### src/rtl/spi_frame_pkg.sv
// spi_frame_pkg: frame geometry and FSM states shared by the SPI frame slave.
package spi_frame_pkg;
   localparam int FRAME_W = 32;
   localparam int IDX_W = 4;
   localparam int DATA_W = 28;
   localparam int STATUS_IDX = 0;
   typedef enum logic {IDLE, SHIFT} state_t;
endpackage

### src/rtl/spi_frame_slave_if.sv
// spi_frame_slave_if: SPI pins plus receive strobe, transmit sources and status for the frame slave.
interface spi_frame_slave_if #(parameter int N_CH = 16);
   import spi_frame_pkg::*;
   logic spi_clk, spi_cs, spi_mosi, spi_miso;
   logic rx_valid, frame_err;
   logic [IDX_W-1:0] rx_index;
   logic [DATA_W-1:0] rx_data, status;
   logic [N_CH-1:0] tx_valid, tx_ready;
   logic [N_CH*DATA_W-1:0] tx_data;
   modport slave (
      input spi_clk, spi_cs, spi_mosi, tx_valid, tx_data, status,
      output spi_miso, rx_valid, rx_index, rx_data, frame_err, tx_ready
   );
   modport master (
      output spi_clk, spi_cs, spi_mosi, tx_valid, tx_data, status,
      input spi_miso, rx_valid, rx_index, rx_data, frame_err, tx_ready
   );
endinterface

### src/rtl/spi_sync.sv
// spi_sync: N-stage flip-flop synchroniser with a selectable reset value.
module spi_sync #(
   parameter int STAGES = 2,
   parameter bit RST_VAL = 1'b0
) (
   input  logic clk,
   input  logic rst_n,
   input  logic d,
   output logic q
);
   logic [STAGES-1:0] r;
   always_ff @(posedge clk or negedge rst_n)
      if (!rst_n) r <= {STAGES{RST_VAL}};
      else r <= STAGES'({r, d});
   assign q = r[STAGES-1];
endmodule

### src/rtl/spi_frame_slave.sv
// spi_frame_slave: mode-0 SPI slave exchanging one 32-bit indexed frame per chip-select window,
// returning the lowest pending channel word or the status word.
module spi_frame_slave
   import spi_frame_pkg::*;
#(
   parameter int N_CH = 16,
   parameter int SYNC_STAGES = 2
) (
   input logic clk,
   input logic rst_n,
   spi_frame_slave_if.slave bus
);
   state_t state, state_nx;
   logic sck_s, cs_s, mosi_s, sck_q, cs_q, armed;
   logic sck_rise, sck_fall, cs_fall, cs_rise, start, stop, good;
   logic [SYNC_STAGES-1:0] live;
   logic [5:0] cnt;
   logic [FRAME_W-1:0] rx_shift, tx_shift, tx_word;
   logic [IDX_W-1:0] grant, grant_nx;

   spi_sync #(.STAGES(SYNC_STAGES), .RST_VAL(1'b0)) u_sck  (.clk(clk), .rst_n(rst_n), .d(bus.spi_clk),  .q(sck_s));
   spi_sync #(.STAGES(SYNC_STAGES), .RST_VAL(1'b1)) u_cs   (.clk(clk), .rst_n(rst_n), .d(bus.spi_cs),   .q(cs_s));
   spi_sync #(.STAGES(SYNC_STAGES), .RST_VAL(1'b0)) u_mosi (.clk(clk), .rst_n(rst_n), .d(bus.spi_mosi), .q(mosi_s));

   // A CS fall only counts once CS has been seen high with the synchroniser flushed after reset.
   assign sck_rise = sck_s & ~sck_q;
   assign sck_fall = ~sck_s & sck_q;
   assign cs_fall  = armed & cs_q & ~cs_s;
   assign cs_rise  = cs_s & ~cs_q;
   assign bus.spi_miso = (state == SHIFT) & tx_shift[FRAME_W-1];

   always_comb begin
      grant_nx = '0;
      for (int k = N_CH - 1; k >= 1; k--)
         if (bus.tx_valid[k]) grant_nx = IDX_W'(k);
      tx_word = grant_nx == '0 ? {IDX_W'(STATUS_IDX), bus.status}
                               : {grant_nx, bus.tx_data[DATA_W*int'(grant_nx) +: DATA_W]};
   end

   always_comb begin
      start    = (state == IDLE) && cs_fall;
      stop     = (state == SHIFT) && cs_rise;
      good     = stop && cnt == 6'd32;
      state_nx = start ? SHIFT : stop ? IDLE : state;
   end

   always_ff @(posedge clk or negedge rst_n)
      if (!rst_n) state <= IDLE;
      else state <= state_nx;

   always_ff @(posedge clk or negedge rst_n)
      if (!rst_n) begin
         sck_q         <= 1'b0;
         cs_q          <= 1'b1;
         live          <= '0;
         armed         <= 1'b0;
         cnt           <= '0;
         rx_shift      <= '0;
         tx_shift      <= '0;
         grant         <= '0;
         bus.rx_valid  <= 1'b0;
         bus.frame_err <= 1'b0;
         bus.tx_ready  <= '0;
         bus.rx_index  <= '0;
         bus.rx_data   <= '0;
      end else begin
         sck_q <= sck_s;
         cs_q  <= cs_s;
         live  <= SYNC_STAGES'({live, 1'b1});
         armed <= armed | (live[SYNC_STAGES-1] & cs_s);
         if (start) begin
            cnt      <= '0;
            tx_shift <= tx_word;
            grant    <= grant_nx;
         end else if (state == SHIFT) begin
            if (sck_rise) begin
               rx_shift <= {rx_shift[FRAME_W-2:0], mosi_s};
               cnt      <= cnt == 6'd33 ? 6'd33 : cnt + 6'd1;
            end
            if (sck_fall) tx_shift <= {tx_shift[FRAME_W-2:0], 1'b0};
         end
         bus.rx_valid  <= good;
         bus.frame_err <= stop && !good;
         bus.tx_ready  <= good && grant != '0 ? N_CH'(1) << grant : '0;
         if (good) {bus.rx_index, bus.rx_data} <= rx_shift;
      end
endmodule

### src/flat_wrapper.sv
// flat-port wrapper written by rule: the top's interface ports become plain ports
module spi_frame_slave_flat import spi_frame_pkg::*;
#(
   parameter int N_CH = 16,
   parameter int SYNC_STAGES = 2
)
  (clk, rst_n, bus_spi_clk, bus_spi_cs, bus_spi_mosi, bus_tx_valid, bus_tx_data, bus_status, bus_spi_miso, bus_rx_valid, bus_rx_index, bus_rx_data, bus_frame_err, bus_tx_ready);
  spi_frame_slave_if #(.N_CH(N_CH)) bus_i ();
  input logic clk;
  input logic rst_n;
  input wire logic [$bits(bus_i.spi_clk)-1:0] bus_spi_clk;
  input wire logic [$bits(bus_i.spi_cs)-1:0] bus_spi_cs;
  input wire logic [$bits(bus_i.spi_mosi)-1:0] bus_spi_mosi;
  input wire logic [$bits(bus_i.tx_valid)-1:0] bus_tx_valid;
  input wire logic [$bits(bus_i.tx_data)-1:0] bus_tx_data;
  input wire logic [$bits(bus_i.status)-1:0] bus_status;
  output wire logic [$bits(bus_i.spi_miso)-1:0] bus_spi_miso;
  output wire logic [$bits(bus_i.rx_valid)-1:0] bus_rx_valid;
  output wire logic [$bits(bus_i.rx_index)-1:0] bus_rx_index;
  output wire logic [$bits(bus_i.rx_data)-1:0] bus_rx_data;
  output wire logic [$bits(bus_i.frame_err)-1:0] bus_frame_err;
  output wire logic [$bits(bus_i.tx_ready)-1:0] bus_tx_ready;
  assign bus_i.spi_clk = bus_spi_clk;
  assign bus_i.spi_cs = bus_spi_cs;
  assign bus_i.spi_mosi = bus_spi_mosi;
  assign bus_i.tx_valid = bus_tx_valid;
  assign bus_i.tx_data = bus_tx_data;
  assign bus_i.status = bus_status;
  assign bus_spi_miso = bus_i.spi_miso;
  assign bus_rx_valid = bus_i.rx_valid;
  assign bus_rx_index = bus_i.rx_index;
  assign bus_rx_data = bus_i.rx_data;
  assign bus_frame_err = bus_i.frame_err;
  assign bus_tx_ready = bus_i.tx_ready;
  spi_frame_slave #(.N_CH(N_CH), .SYNC_STAGES(SYNC_STAGES)) u_core (.clk(clk), .rst_n(rst_n), .bus(bus_i));
endmodule
### config.mk
export PLATFORM = sky130hd
export DESIGN_NAME = spi_frame_slave_flat
export DESIGN_NICKNAME = d
export VERILOG_FILES = /design/src/rtl/spi_frame_pkg.sv /design/src/rtl/spi_frame_slave_if.sv /design/src/rtl/spi_sync.sv /design/src/rtl/spi_frame_slave.sv /design/src/flat_wrapper.sv
export SDC_FILE = /design/constraint.sdc
export NUM_CORES = 1
export LEC_CHECK = 0
export BUFFER_PORTS_ARGS = -buffer_cell sky130_fd_sc_hd__buf_4
export CAP_MARGIN = 25
export CORE_AREA = 2 2 213 215
export CTS_BUF_LIST = sky130_fd_sc_hd__clkbuf_4
export DETAILED_ROUTE_END_ITERATION = 7
export DIE_AREA = 0 0 215 217
export PLACE_DENSITY = 0.54
export REMOVE_ABC_BUFFERS = 1
export SLEW_MARGIN = 40
export SYNTH_ARGS = -nofsm -noshare
export SYNTH_HDL_FRONTEND = slang
export SYNTH_HIERARCHICAL = 1
export SYNTH_SLANG_ARGS = --single-unit
### constraint.sdc
create_clock -name clk -period 2.3 [get_ports clk]
set_input_delay 0.345 -clock clk [delete_from_list [all_inputs] [get_ports clk]]
set_output_delay 0.345 -clock clk [all_outputs]
set_load 0.05 [all_outputs]
**After elaboration in Yosys (flattened, before gate mapping)**

Cells that the tools add are included.

- Register bits after elaboration: 136
- Latch bits: 0
- RAM bits: 0
- Memory bits (read-only): 0
- Input port bits: 497
- Output and inout bits: 51
- Memories: 0

- Add/sub/neg operators: 1
- Multiply operators: 1
- Div/mod/pow operators: 0
- $lt $le $gt $ge: 0
- Equality and inequality tests: 2
- Shifts and indexed selects: 2
- Multiplexer cells: 26
- Bitwise logic cells: 14
- Reductions and logical operators: 15

Operators with widths:

| operator | number |
|---|---|
| indexed part select 448 x 32 -> 28 bit | 1 |
| two-way mux 32 bit | 4 |
| two-way mux 4 bit | 15 |
| two-way mux 6 bit | 4 |
| two-way mux 16 bit | 1 |
| left shift 1 x 4 -> 16 bit, first input constant | 1 |
| == test 6 bit, second input constant | 2 |
| nonzero test 2 bit | 4 |
| bitwise AND 1 bit | 7 |
| multiplier 3 x 4 -> 7 bit, first input constant | 1 |
| adder 6 x 1 -> 6 bit, second input constant | 1 |
| NOT 1 bit | 6 |
| logical AND 1 bit | 5 |
| logical NOT 4 bit | 1 |
| AND reduction 2 bit | 2 |
| nonzero test 4 bit | 1 |
| AND reduction 3 bit | 1 |
| two-way mux 1 bit | 2 |
| logical NOT 1 bit | 1 |
| OR 1 bit | 1 |

**Longest topological paths before layout**

Gate-level depths: netlist of run 1.

- Depth in word-level cells: 19
- Mapped depth: 11
- Depth with buffers taken out: 8

**Hierarchy**

Netlist of run 1, hierarchy kept.

Modules (own cells, without submodules):

| module | times used | cells an instance | area each (um^2) | sequential area each (um^2) |
|---|---|---|---|---|
| spi_frame_slave | 1 | 1272 | 9175.0 | 3254.4 |
| spi_sync (u_core.u_mosi ...) | 2 | 2 | 50.0 | 50.0 |
| spi_sync (u_core.u_cs) | 1 | 2 | 52.6 | 52.6 |

**Least setup slack after synthesis of run 1**

Ideal clock, no wire load.

- Kind: input to register
- Start: input bus_tx_valid[3]
- End: register u_core.tx_shift[27]
- Library setup time: 133 ps
- Arrival time: 2198 ps
- Path slack: -31 ps
- Stages: 10
- Buffers on the path: 3
- Path through: buf_2 or4_4 o221a_1 buf_6 buf_6 or3_1 o211ai_2 o2111ai_1 a211oi_1 a31oi_1

- Cells in the longest elaborated chain, start to end: 7

Ends and longest elaborated chain:

| item | RTL line | source |
|---|---|---|
| from (decl) | flat_wrapper.sv:14 | `input wire logic [$bits(bus_i.tx_valid)-1:0] bus_tx_valid;` |
| two-way mux 4 bit * (3 in a row) | spi_frame_slave.sv:35 | `if (bus.tx_valid[k]) grant_nx = IDX_W'(k);` |
| multiplier 3 x 4 -> 7 bit | spi_frame_slave.sv:37 | `: {grant_nx, bus.tx_data[DATA_W*int'(grant_nx) +: DATA_W]};` |
| indexed part select 448 x 32 -> 28 bit | spi_frame_slave.sv:37 |  |
| two-way mux 32 bit * | spi_frame_slave.sv:36 | `tx_word = grant_nx == '0 ? {IDX_W'(STATUS_IDX), bus.status}` |
| two-way mux 32 bit * | spi_frame_slave.sv:71 | `if (start) begin` |
| to (signal assigned) | spi_frame_slave.sv:73 | `tx_shift <= tx_word;` |
| to (signal assigned) | spi_frame_slave.sv:80 | `if (sck_fall) tx_shift <= {tx_shift[FRAME_W-2:0], 1'b0};` |
| to (decl) | spi_frame_slave.sv:18 | `logic [FRAME_W-1:0] rx_shift, tx_shift, tx_word;` |

Every way passes the cells marked *; elsewhere a longest branch is shown, timed or not.
A chain may end at the register's enable or synchronous reset.

**Worst setup path after layout of run 1**

- Start: input bus_tx_valid[7]
- End: register u_core.tx_shift[1]

- Cells in the longest elaborated chain, start to end: 11

Ends and longest elaborated chain:

| item | RTL line |
|---|---|
| two-way mux 4 bit * (7 in a row) | spi_frame_slave.sv:35 |
| multiplier 3 x 4 -> 7 bit | spi_frame_slave.sv:37 |
| indexed part select 448 x 32 -> 28 bit | spi_frame_slave.sv:37 |
| two-way mux 32 bit * | spi_frame_slave.sv:36 |
| two-way mux 32 bit * | spi_frame_slave.sv:71 |

Marks and branches as above.

==> flow_summary.json, run 1 <==
{
  "status": "complete, no violations",
  "postCtsSetupBuffers": 0,
  "power.leakage_uw": 0.007524,
  "syn_area_um2": 9328,
  "grt_pass1_vias": 12920,
  "initial_utilization": 0.2087,
  "gp_congestion": 0.9335,
  "num_vias": 12610,
  "hold_ws_ps": 34.09,
  "critPathMostFrequentCell": "buf_4",
  "startpoint_type": "input port",
  "rows": 78,
  "rr_worst_depth": 5,
  "portBuffers": 535,
  "ys_warn_count": 6,
  "setup_viol": 0,
  "holdCritPathClass": "input port to register",
  "dp.cells": 2457,
  "synth_most_common_cell": "nand2_1",
  "critPathTopFamily": "compound AO/OA/AOI/OAI gates",
  "final_area_um2": 15710,
  "coreArea_um2": 44700,
  "synth_top_family_by_area": "simple AND/OR/NAND/NOR gates",
  "async_flop_share": 1.000,
  "fillers": 4863,
  "final_cells": 2526,
  "dpl_cell_area_um2": 15140,
  "period_minus_slack_ps": 2262,
  "detail-route-antenna-nets": 0,
  "powerDensity_nw_per_um2": 437.5,
  "grtUsageTotal": 0.2361,
  "r2r_slack_ps": 370,
  "drv_slew": 0,
  "seq_area_frac_synth": 0.3653,
  "die_w_um": 215,
  "cts_buffer_depth": 2,
  "critPathBufInv": 5,
  "grt-ovfl-total": 0,
  "tritoncts": "built",
  "criticalPathCategory": "input port to register",
  "antenna_found_initial": 17,
  "cts_max_level": 4,
  "area_growth_pct": 68.42,
  "top_level_ports": 548,
  "fin_nets": 2404,
  "dp_hpwl_um": 45430,
  "syn_inst": 1278,
  "fp.dieH_um": 217,
  "crit_required_ps": 2740,
  "drt_drc_violations_left": 0,
  "cp_max_fo": 14,
  "synthAdderAreaFrac": 0.004024,
  "setup.worst_path.start": "bus_tx_valid[7]",
  "vias_per_cell": 4.993,
  "total_power_uw": 6873,
  "synth_cell_type_count": 63,
  "grt_pass1_wl_um": 82480,
  "peakVddDrop_mv": 0.2527,
  "worst_pin_slew_ps": 745.7,
  "die_area_um2": 46660,
  "path_clk_slew_ps": 160,
  "max_freq_ghz": 0.4422,
  "crit_chain": "buf_4 -> buf_4 -> nor3b_1 -> nor3_2 -> buf_4 -> o221ai_4 -> nand2_4 -> buf_12 -> buf_4 -> o221ai_1 -> nand2_1 -> nand4_1 -> o221ai_1",
  "dr.pass1.iters": 5,
  "fin_skew_ps": 53.97,
  "cap_violations": 0,
  "r2r_end": "u_core/bus.tx_ready[4]",
  "muxShareOfSynthArea": 0.03541,
  "cts_sinks": 136,
  "grt_max_degree": 74,
  "slowest_stage": "o221ai_1",
  "crit_path_max_incr_delay_ps": 410,
  "yosys-top-cells-area": "dfrtp_1 36%, nand2_1 15%, o21ai_0 5.7%",
  "synth-simple-area-share": 0.3041,
  "yosysTopAreaCellShare": 0.3568,
  "cp_data_arrival_time_ps": 2700,
  "drive_gt1_frac": 0.3850,
  "hold_end": "u_core/tx_shift[15]",
  "root_buffer": "clkbuf_4",
  "rsz0062_at_grt": "false",
  "synth_commonest_cells": "374 x nand2_1, 133 x dfrtp_1, 107 x o21ai_0, 71 x nor2_1, 66 x clkbuf_1",
  "min_from": "bus_status[15]",
  "synth-compound-area-share": 0.2366,
  "wirelength_um": 56650,
  "finalHoldViolations": 0,
  "ys_ff_latch": 136,
  "period_share": 0.9833,
  "finalSetupTns_ps": 0,
  "cp-end-kind": "register",
  "routedWlPerCell_um": 22.43,
  "regArea_um2": 3407,
  "multi_input_area_um2": 5497,
  "dominantRegCellSynth": "dfrtp_1",
  "synth_xor_area_frac": 0.0009390,
  "hold_depth": 3,
  "syn_avg_cell_area_um2": 7.299,
  "slew_headroom": 0.5011,
  "cts_buffers": 17,
  "drt-initial-drc-count": 935,
  "clkLatencyLatePin_ps": 580,
  "timing.rr.start": "u_core/cnt[3]",
  "synth_edf_count": 0,
  "yosysTopAreaCell": "dfrtp_1"
}
metrics by stage:
| stage | util | setup slack [ps] |
|---|---|---|
| floorplan | - | -3945 |
| global placement | 0.3387 | -567.3 |
| detailed placement | 0.3387 | -554.2 |
| CTS | 0.3508 | 74.95 |
| global route | 0.3514 | 27.17 |
| finish | 0.3515 | 38.40 |
cell families after synthesis:
logic type	Yosys count
fa+ha+maj	3
other cells	2
buf+inv	117
flops	136
mux	33
compound gates	341
simple gates	645
xor+xnor	1
placed cells by master, fill, tap and decap left out, types with 14 or more instances in the layout:
cell type,netlist,layout
buf_4,2,654
nand2_1,374,373
dfrtp_1,133,133
o21ai_0,107,106
nor2_1,71,67
nand3_1,63,63
nor3_1,45,45
a21oi_1,43,42
a31oi_1,34,34
mux2i_1,33,33
dlygate4sd3_1,0,28
or3_1,28,28
nand4_1,27,27
o221ai_1,26,26
buf_12,0,25
o22ai_1,22,22
clkbuf_4,0,17
a32oi_1,17,17
o31ai_1,16,16
inv_1,14,14
worst register-to-register path: cells and delay by family, from the launching register on:
kind                   cells  cell delay (ps)
and+or+nand+nor            4             1100
buffers and inverters      1              280
DFF                        1              460
state kept, by name, summed over array words and instances (netlist names):
name	flops
u_core/armed	1
u_core/bus.frame_err	1
u_core/bus.rx_data	28
u_core/bus.rx_index	4
u_core/bus.rx_valid	1
u_core/bus.tx_ready	16
u_core/cnt	6
u_core/cs_q	1
u_core/grant	4
u_core/live	2
u_core/rx_shift	32
u_core/sck_q	1
u_core/state	1
u_core/tx_shift	32
u_core/u_cs/r	2
u_core/u_mosi/r	2
u_core/u_sck/r	2
repair_timing:
| item | CTS | global route |
|---|---|---|
| gates resized for setup | 0 | 1 |
| hold buffers | 28 | 0 |
| endpoints found under the hold margin | 79 | 0 |
| setup endpoints to repair | 0 | 1 |
routing by layer:
layer | track usage | share of wire | up-vias
met2 | 0.4204 | 0.50 | 572
li1 | - | - | 5883
met3 | 0.03704 | 0.063 | 56
met5 | 0 | 0.00046 | -
met1 | 0.3015 | 0.42 | 6097
met4 | 0.04966 | 0.016 | 4
worst max path at each step:
stage | slack [ps] | to | cells after the start
5_1_grt | 30 | u_core/tx_shift[16] | 12
6_report | 40 | u_core/tx_shift[1] | 13
2_1_floorplan | -3940 | u_core/tx_shift[27] | 7
3_5_place_dp | -550 | u_core/tx_shift[1] | 13
3_3_place_gp | -570 | u_core/tx_shift[4] | 11
4_1_cts | 70 | u_core/tx_shift[1] | 13
where the power goes:
group | switching (µW) | leakage, µW | internal (µW) | total, µW
registers | 250 | 0.00180 | 2690 | 2940
logic | 1130 | 0.00559 | 1220 | 2350
clock network | 1110 | 0.000132 | 471 | 1590
total | 2490 | 0.00752 | 4380 | 6870
area by class of cell:
class / instances / area share
sequential: 136 / 0.2169
antenna: 9 / 0.001434
clock inverter: 15 / 0.008681
multi-input combinational: 1025 / 0.3499
clock buffer: 17 / 0.008124
timing repair buffer: 709 / 0.3637
tap: 600 / 0.04779
inverter: 15 / 0.003584
Note: power is estimated with default switching activity, not from simulation.
==> inputs of run 2 (changes only) <==
- ABC_AREA: unset -> 1
- CORE_AREA: 2 2 213 215 -> 2 2 212 214
- DIE_AREA: 0 0 215 217 -> 0 0 214 216
- PLACE_DENSITY: 0.54 -> 0.61
==> flow_summary.json, run 2 <==
{
  "worst_pin_slew_ps": 709.8,
  "detail-route-antenna-nets": 0,
  "muxShareOfSynthArea": 0,
  "synthAdderAreaFrac": 0.003112,
  "path_clk_slew_ps": 150,
  "period_share": 0.8877,
  "syn_area_um2": 12060,
  "cp_max_fo": 25,
  "crit_chain": "buf_4 -> nor4_1 -> nand2_1 -> a21oi_4 -> clkinv_2 -> buf_12 -> nand4_1 -> nand2_1 -> nand2_1 -> nand3_1 -> buf_4 -> nand3_1 -> nand2_1 -> a21oi_1",
  "max_freq_ghz": 0.4898,
  "cts_buffer_depth": 2,
  "status": "complete, no violations",
  "dp.cells": 3112,
  "crit_path_max_incr_delay_ps": 550,
  "met1_length_um": 23920,
  "criticalPathCategory": "input port to register",
  "critPathMostFrequentCell": "nand2_1",
  "drt_drc_violations_left": 0,
  "cap_violations": 0,
  "setup_viol": 0,
  "synth-simple-area-share": 0.4505,
  "synth_most_common_cell": "nand3_1",
  "initial_utilization": 0.2752,
  "tritoncts": "built",
  "rows": 77,
  "grt_max_degree": 61,
  "num_vias": 15440,
  "dp_slack_ps": -360.9,
  "grt_pass1_wl_um": 88080,
  "power.leakage_uw": 0.009996,
  "reg_top3": "u_core/rx_shift: 32 flops, u_core/tx_shift: 32 flops, u_core/bus.rx_data: 28 flops",
  "postCtsSetupBuffers": 0,
  "multi_input_area_um2": 6402,
  "routed.top_layer": "met5",
  "cp_data_arrival_time_ps": 2500,
  "gp_congestion": 0.9242,
  "holdCritPathClass": "input port to register",
  "wl_met2_um": 28880,
  "cts_sinks": 136,
  "grtUsageTotal": 0.2440,
  "dp_hpwl_um": 45390,
  "syn_avg_cell_area_um2": 5.972,
  "dominantRegCellSynth": "dfrtp_1",
  "grt_pass1_vias": 15410,
  "fin_skew_ps": 30.56,
  "ys_warn_count": 6,
  "final_cells": 3158,
  "slowest_stage": "nor4_1",
  "die_w_um": 214,
  "synth_cell_type_count": 31,
  "wl_met3_um": 3651,
  "mostFrequentLayoutCells": "618 x buf_4, 544 x nand3_1, 420 x inv_1, 381 x nand2_1, 133 x dfrtp_1",
  "synth_edf_count": 0,
  "regArea_um2": 3407,
  "cts_max_level": 4,
  "crit_required_ps": 2760,
  "layout_commonest_cell": "buf_4",
  "antenna_found_initial": 13,
  "grt-ovfl-total": 0,
  "period_minus_slack_ps": 2042,
  "synth_commonest_cells": "546 x nand3_1, 423 x inv_1, 383 x nand2_1, 133 x dfrtp_1, 113 x o21ai_0",
  "finalHoldViolations": 0,
  "die_area_um2": 46220,
  "vias_per_cell": 4.889,
  "wirelength_um": 58020,
  "dr.pass1.iters": 5,
  "peakVddDrop_mv": 0.3373,
  "seq_area_frac_synth": 0.2824,
  "yosysTopAreaCellShare": 0.2759,
  "yosysTopAreaCell": "dfrtp_1",
  "synth_top_family_by_area": "simple AND/OR/NAND/NOR gates",
  "drt-initial-drc-count": 1232,
  "fp.dieH_um": 216,
  "synth_xor_area_frac": 0.0007261,
  "coreArea_um2": 43840,
  "fillers": 4695,
  "root_buffer": "clkbuf_4",
  "drive_gt1_frac": 0.2770,
  "slew_headroom": 0.5251,
  "yosys-top-cells-area": "dfrtp_1 28%, nand3_1 23%, inv_1 13%",
  "clkLatencyLatePin_ps": 540,
  "cp-end-kind": "register",
  "async_flop_share": 1.000,
  "setup_ws_ps": 258.2,
  "rsz0062_at_grt": "false",
  "fin_nets": 3043,
  "drv_slew": 0,
  "routedWlPerCell_um": 18.37,
  "synth-compound-area-share": 0.07157,
  "startpoint_type": "input port",
  "top_level_ports": 548,
  "cts_buffers": 17,
  "syn_inst": 2020,
  "ys_ff_latch": 136,
  "area_growth_pct": 48.33,
  "portBuffers": 546,
  "powerDensity_nw_per_um2": 455.5
}
-- run 2: cell count changes in the layout (fill, tap and decap cells not counted), moves of 28 or more --
cell	previous run	this run
a31oi_1	34	2
buf_4	654	618
inv_1	14	420
mux2i_1	33	0
nand3_1	63	544
nand3b_1	3	108
nor3_1	45	5
or3_1	28	0
-- run 2: final cells by class --
class,count,share of cell area
clock inverter,15,0.009930
timing repair buffer,658,0.3013
sequential,136,0.1904
tap,592,0.04140
inverter,429,0.09056
clock buffer,17,0.007133
antenna,10,0.001399
multi-input combinational,1301,0.3578
-- run 2: repair_timing --
| item | in CTS | in global routing |
|---|---|---|
| hold endpoints to repair | 57 | 0 |
| hold buffers | 4 | 0 |
| gates resized for setup | 0 | 0 |
-- run 2: cell families after synthesis --
group                    count (synthesis)
AO/OA/AOI/OAI                          168
XOR/XNOR                                 1
adder cells (fa/ha/maj)                  3
buffers and inverters                  583
flip-flops                             136
other                                    2
AND/OR/NAND/NOR                       1127
-- run 2: final timing paths --
| check | slack (ps) | depth (start not counted) | from | endpoint |
|---|---|---|---|---|
| worst max register to register | 280 | 8 | u_core/state | u_core/tx_shift[11] |
| worst min-delay path | 100 | 5 | bus_status[0] | u_core/tx_shift[0] |
| worst max-delay path | 260 | 14 | bus_tx_valid[11] | u_core/tx_shift[13] |
| worst min register to register | 360 | 0 | u_core/u_sck/r[0] | u_core/u_sck/r[1] |
| max in group asynchronous | 1300 | 3 | rst_n | u_core/u_cs/r[0] |
| min in group asynchronous | 320 | 2 | rst_n | u_core/bus.rx_data[17] |
-- run 2: report_power, final --
part | internal [µW] | switching (µW)
combinational | 1510 | 1860
sequential | 2820 | 258
clock | 605 | 1100
total | 4930 | 3220
-- run 2: per-stage QoR --
stage          utilization  setup TNS, ps  power (µW)  cell area [µm²]  hold WS [ps]
6_report            0.4082              0        8150            17890         96.95
5_1_grt             0.4079              0        8776            17880         26.98
4_1_cts             0.4076              0        8245            17870         44.54
3_5_place_dp        0.3997          -6698        6478            17520         337.9
3_3_place_gp        0.3997          -6425        6433            17520         333.4
2_1_floorplan            -        -287690        4775            11370         49.41
-- run 2: worst max-delay path, delay by kind of cell --
kind	cells	cell delay, ps
AOI/OAI and AO/OA	2	310
buffers and inverters	4	600
and+or+nand+nor	8	1230
-- run 2: routing by layer --
metal | track usage | vias to the layer above
li1 | - | 7475
met1 | 0.3010 | 7185
met2 | 0.4319 | 692
met3 | 0.04271 | 87
met4 | 0.07459 | 2
met5 | 0 | -
==> inputs of run 3 (changes only) <==
- BUFFER_PORTS_ARGS: -buffer_cell sky130_fd_sc_hd__buf_4 -> unset
- DONT_BUFFER_PORTS: unset -> 1
- PLACE_DENSITY: 0.61 -> 0.5
==> flow_summary.json, run 3 (synthesis results as in run 2) <==
{
  "status": "finished with violations",
  "violations": "negative hold slack",
  "dp_hpwl_um": 38630,
  "slew_headroom": 0.6532,
  "grt_pass1_wl_um": 76200,
  "fin_util": 0.3133,
  "root_buffer": "clkbuf_4",
  "coreArea_um2": 43840,
  "cp_max_fo": 43,
  "fp.dieH_um": 216,
  "drive_gt1_frac": 0.08818,
  "die_area_um2": 46220,
  "peakVddDrop_mv": 0.2446,
  "drt-initial-drc-count": 1142,
  "tritoncts": "built",
  "grtUsageTotal": 0.2124,
  "finalHoldViolations": 136,
  "powerDensity_nw_per_um2": 533.5,
  "hold_ws_ps": -533.5,
  "holdCritPathClass": "input port to asynchronous set/reset pin",
  "vias_per_cell": 5.095,
  "layout_commonest_cell": "nand3_1",
  "antenna_found_initial": 8,
  "crit_path_max_incr_delay_ps": 280,
  "grt_pass1_vias": 13350,
  "top_level_ports": 548,
  "period_share": 0.8337,
  "criticalPathCategory": "input port to register",
  "worst_pin_slew_ps": 520.3,
  "dp_slack_ps": -182.3,
  "portBuffers": 0,
  "initial_utilization": 0.2752,
  "setup_viol": 0,
  "drv_slew": 0,
  "cts_buffer_depth": 2,
  "num_vias": 13390,
  "cp-end-kind": "register",
  "cts_buffers": 17,
  "cts_resized": 0,
  "cts_max_level": 4,
  "fin_skew_ps": 18.27,
  "rsz0062_at_grt": "false",
  "startpoint_type": "input port",
  "die_w_um": 214,
  "mostFrequentLayoutCells": "544 x nand3_1, 420 x inv_1, 381 x nand2_1, 133 x dfrtp_1, 113 x o21ai_0",
  "slowest_stage": "buf_4",
  "postCtsSetupBuffers": 0,
  "dr.pass1.iters": 8,
  "clkLatencyLatePin_ps": 550,
  "critPathMostFrequentCell": "nand2_1",
  "rows": 77,
  "detail-route-antenna-nets": 0,
  "crit_chain": "inv_1 -> nand2_1 -> nand2_1 -> nand2_1 -> nand2_1 -> nand2_1 -> nand2_1 -> nand2_1 -> nand2_1 -> nand2_1 -> nand2_1 -> nand2_1 -> nand2_4 -> nand2_8 -> buf_4 -> buf_12 -> nand3b_1 -> nand3_1 -> nand2_1 -> nand3_1 -> nand3_1 -> nand2_1 -> a21oi_1",
  "reg_top3": "u_core/rx_shift: 32 flops, u_core/tx_shift: 32 flops, u_core/bus.rx_data: 28 flops",
  "max_freq_ghz": 0.5215,
  "routedWlPerCell_um": 19.19,
  "cp_data_arrival_time_ps": 2370,
  "setup_ws_ps": 382.4,
  "crit_required_ps": 2760,
  "power.leakage_uw": 0.007356,
  "gp_congestion": 0.9666,
  "drt_drc_violations_left": 0,
  "grt_max_degree": 137,
  "path_clk_slew_ps": 140,
  "period_minus_slack_ps": 1918,
  "grt-ovfl-total": 0,
  "fin_nets": 2517,
  "wirelength_um": 50410,
  "cts_sinks": 136,
  "cts_hold_buf": 5,
  "finalSetupTns_ps": 0,
  "cap_violations": 0,
  "area_growth_pct": 13.84
}
[run 3: worst paths after layout]
path / start / to / slack (ps) / depth (start not counted)
min reg2reg: u_core/u_sck/r[0] / u_core/u_sck/r[1] / 350 / 0
min: rst_n / u_core/bus.rx_data[12] / -530 / 0
min in group clk: bus_status[27] / u_core/tx_shift[27] / 80 / 4
max reg2reg: u_core/state / u_core/tx_shift[15] / 530 / 6
max: bus_tx_valid[14] / u_core/tx_shift[21] / 380 / 23
max in group asynchronous: rst_n / u_core/u_cs/r[0] / 2550 / 0
[run 3: layout make-up]
cell class                      instances  area (µm²)
Antenna cell                            5       12.51
Timing Repair Buffer                  132        1266
Clock inverter                         14       147.6
Sequential cell                       136        3407
Fill cell                            4932       30100
Multi-Input combinational cell       1301        6402
Inverter                              429        1620
Clock buffer                           18       135.1
Tap cell                              592       740.7
[run 3: power by group]
part           internal (µW)  switching (µW)  total [µW]
Sequential              2820             261        3080
Clock                    665             967        1630
Combinational            982            1630        2620
[run 3: routing by layer]
layer  up-vias  GRT usage  share of wire
li1       6419          -              -
met1      6292     0.2551           0.41
met2       587     0.3845           0.51
met3        83    0.03369          0.056
met4         4    0.07040          0.028
met5         -          0        0.00054
[run 3: per-stage QoR]
stage	cells	power (µW)	area, µm²	hold WS [ps]
global route	2627	7945	13730	-632.7
global placement	2585	5695	13390	52.37
finish	2627	7326	13730	-533.5
floorplan	1866	4775	11370	49.41
CTS	2622	7451	13720	-623.1
detailed placement	2585	5736	13390	52.29
[run 3: worst max-delay path: cells and delay by family]
kind / cells / cell delay [ps]
buf+inv: 3 / 540
compound gates: 1 / 60
simple gates: 19 / 1380
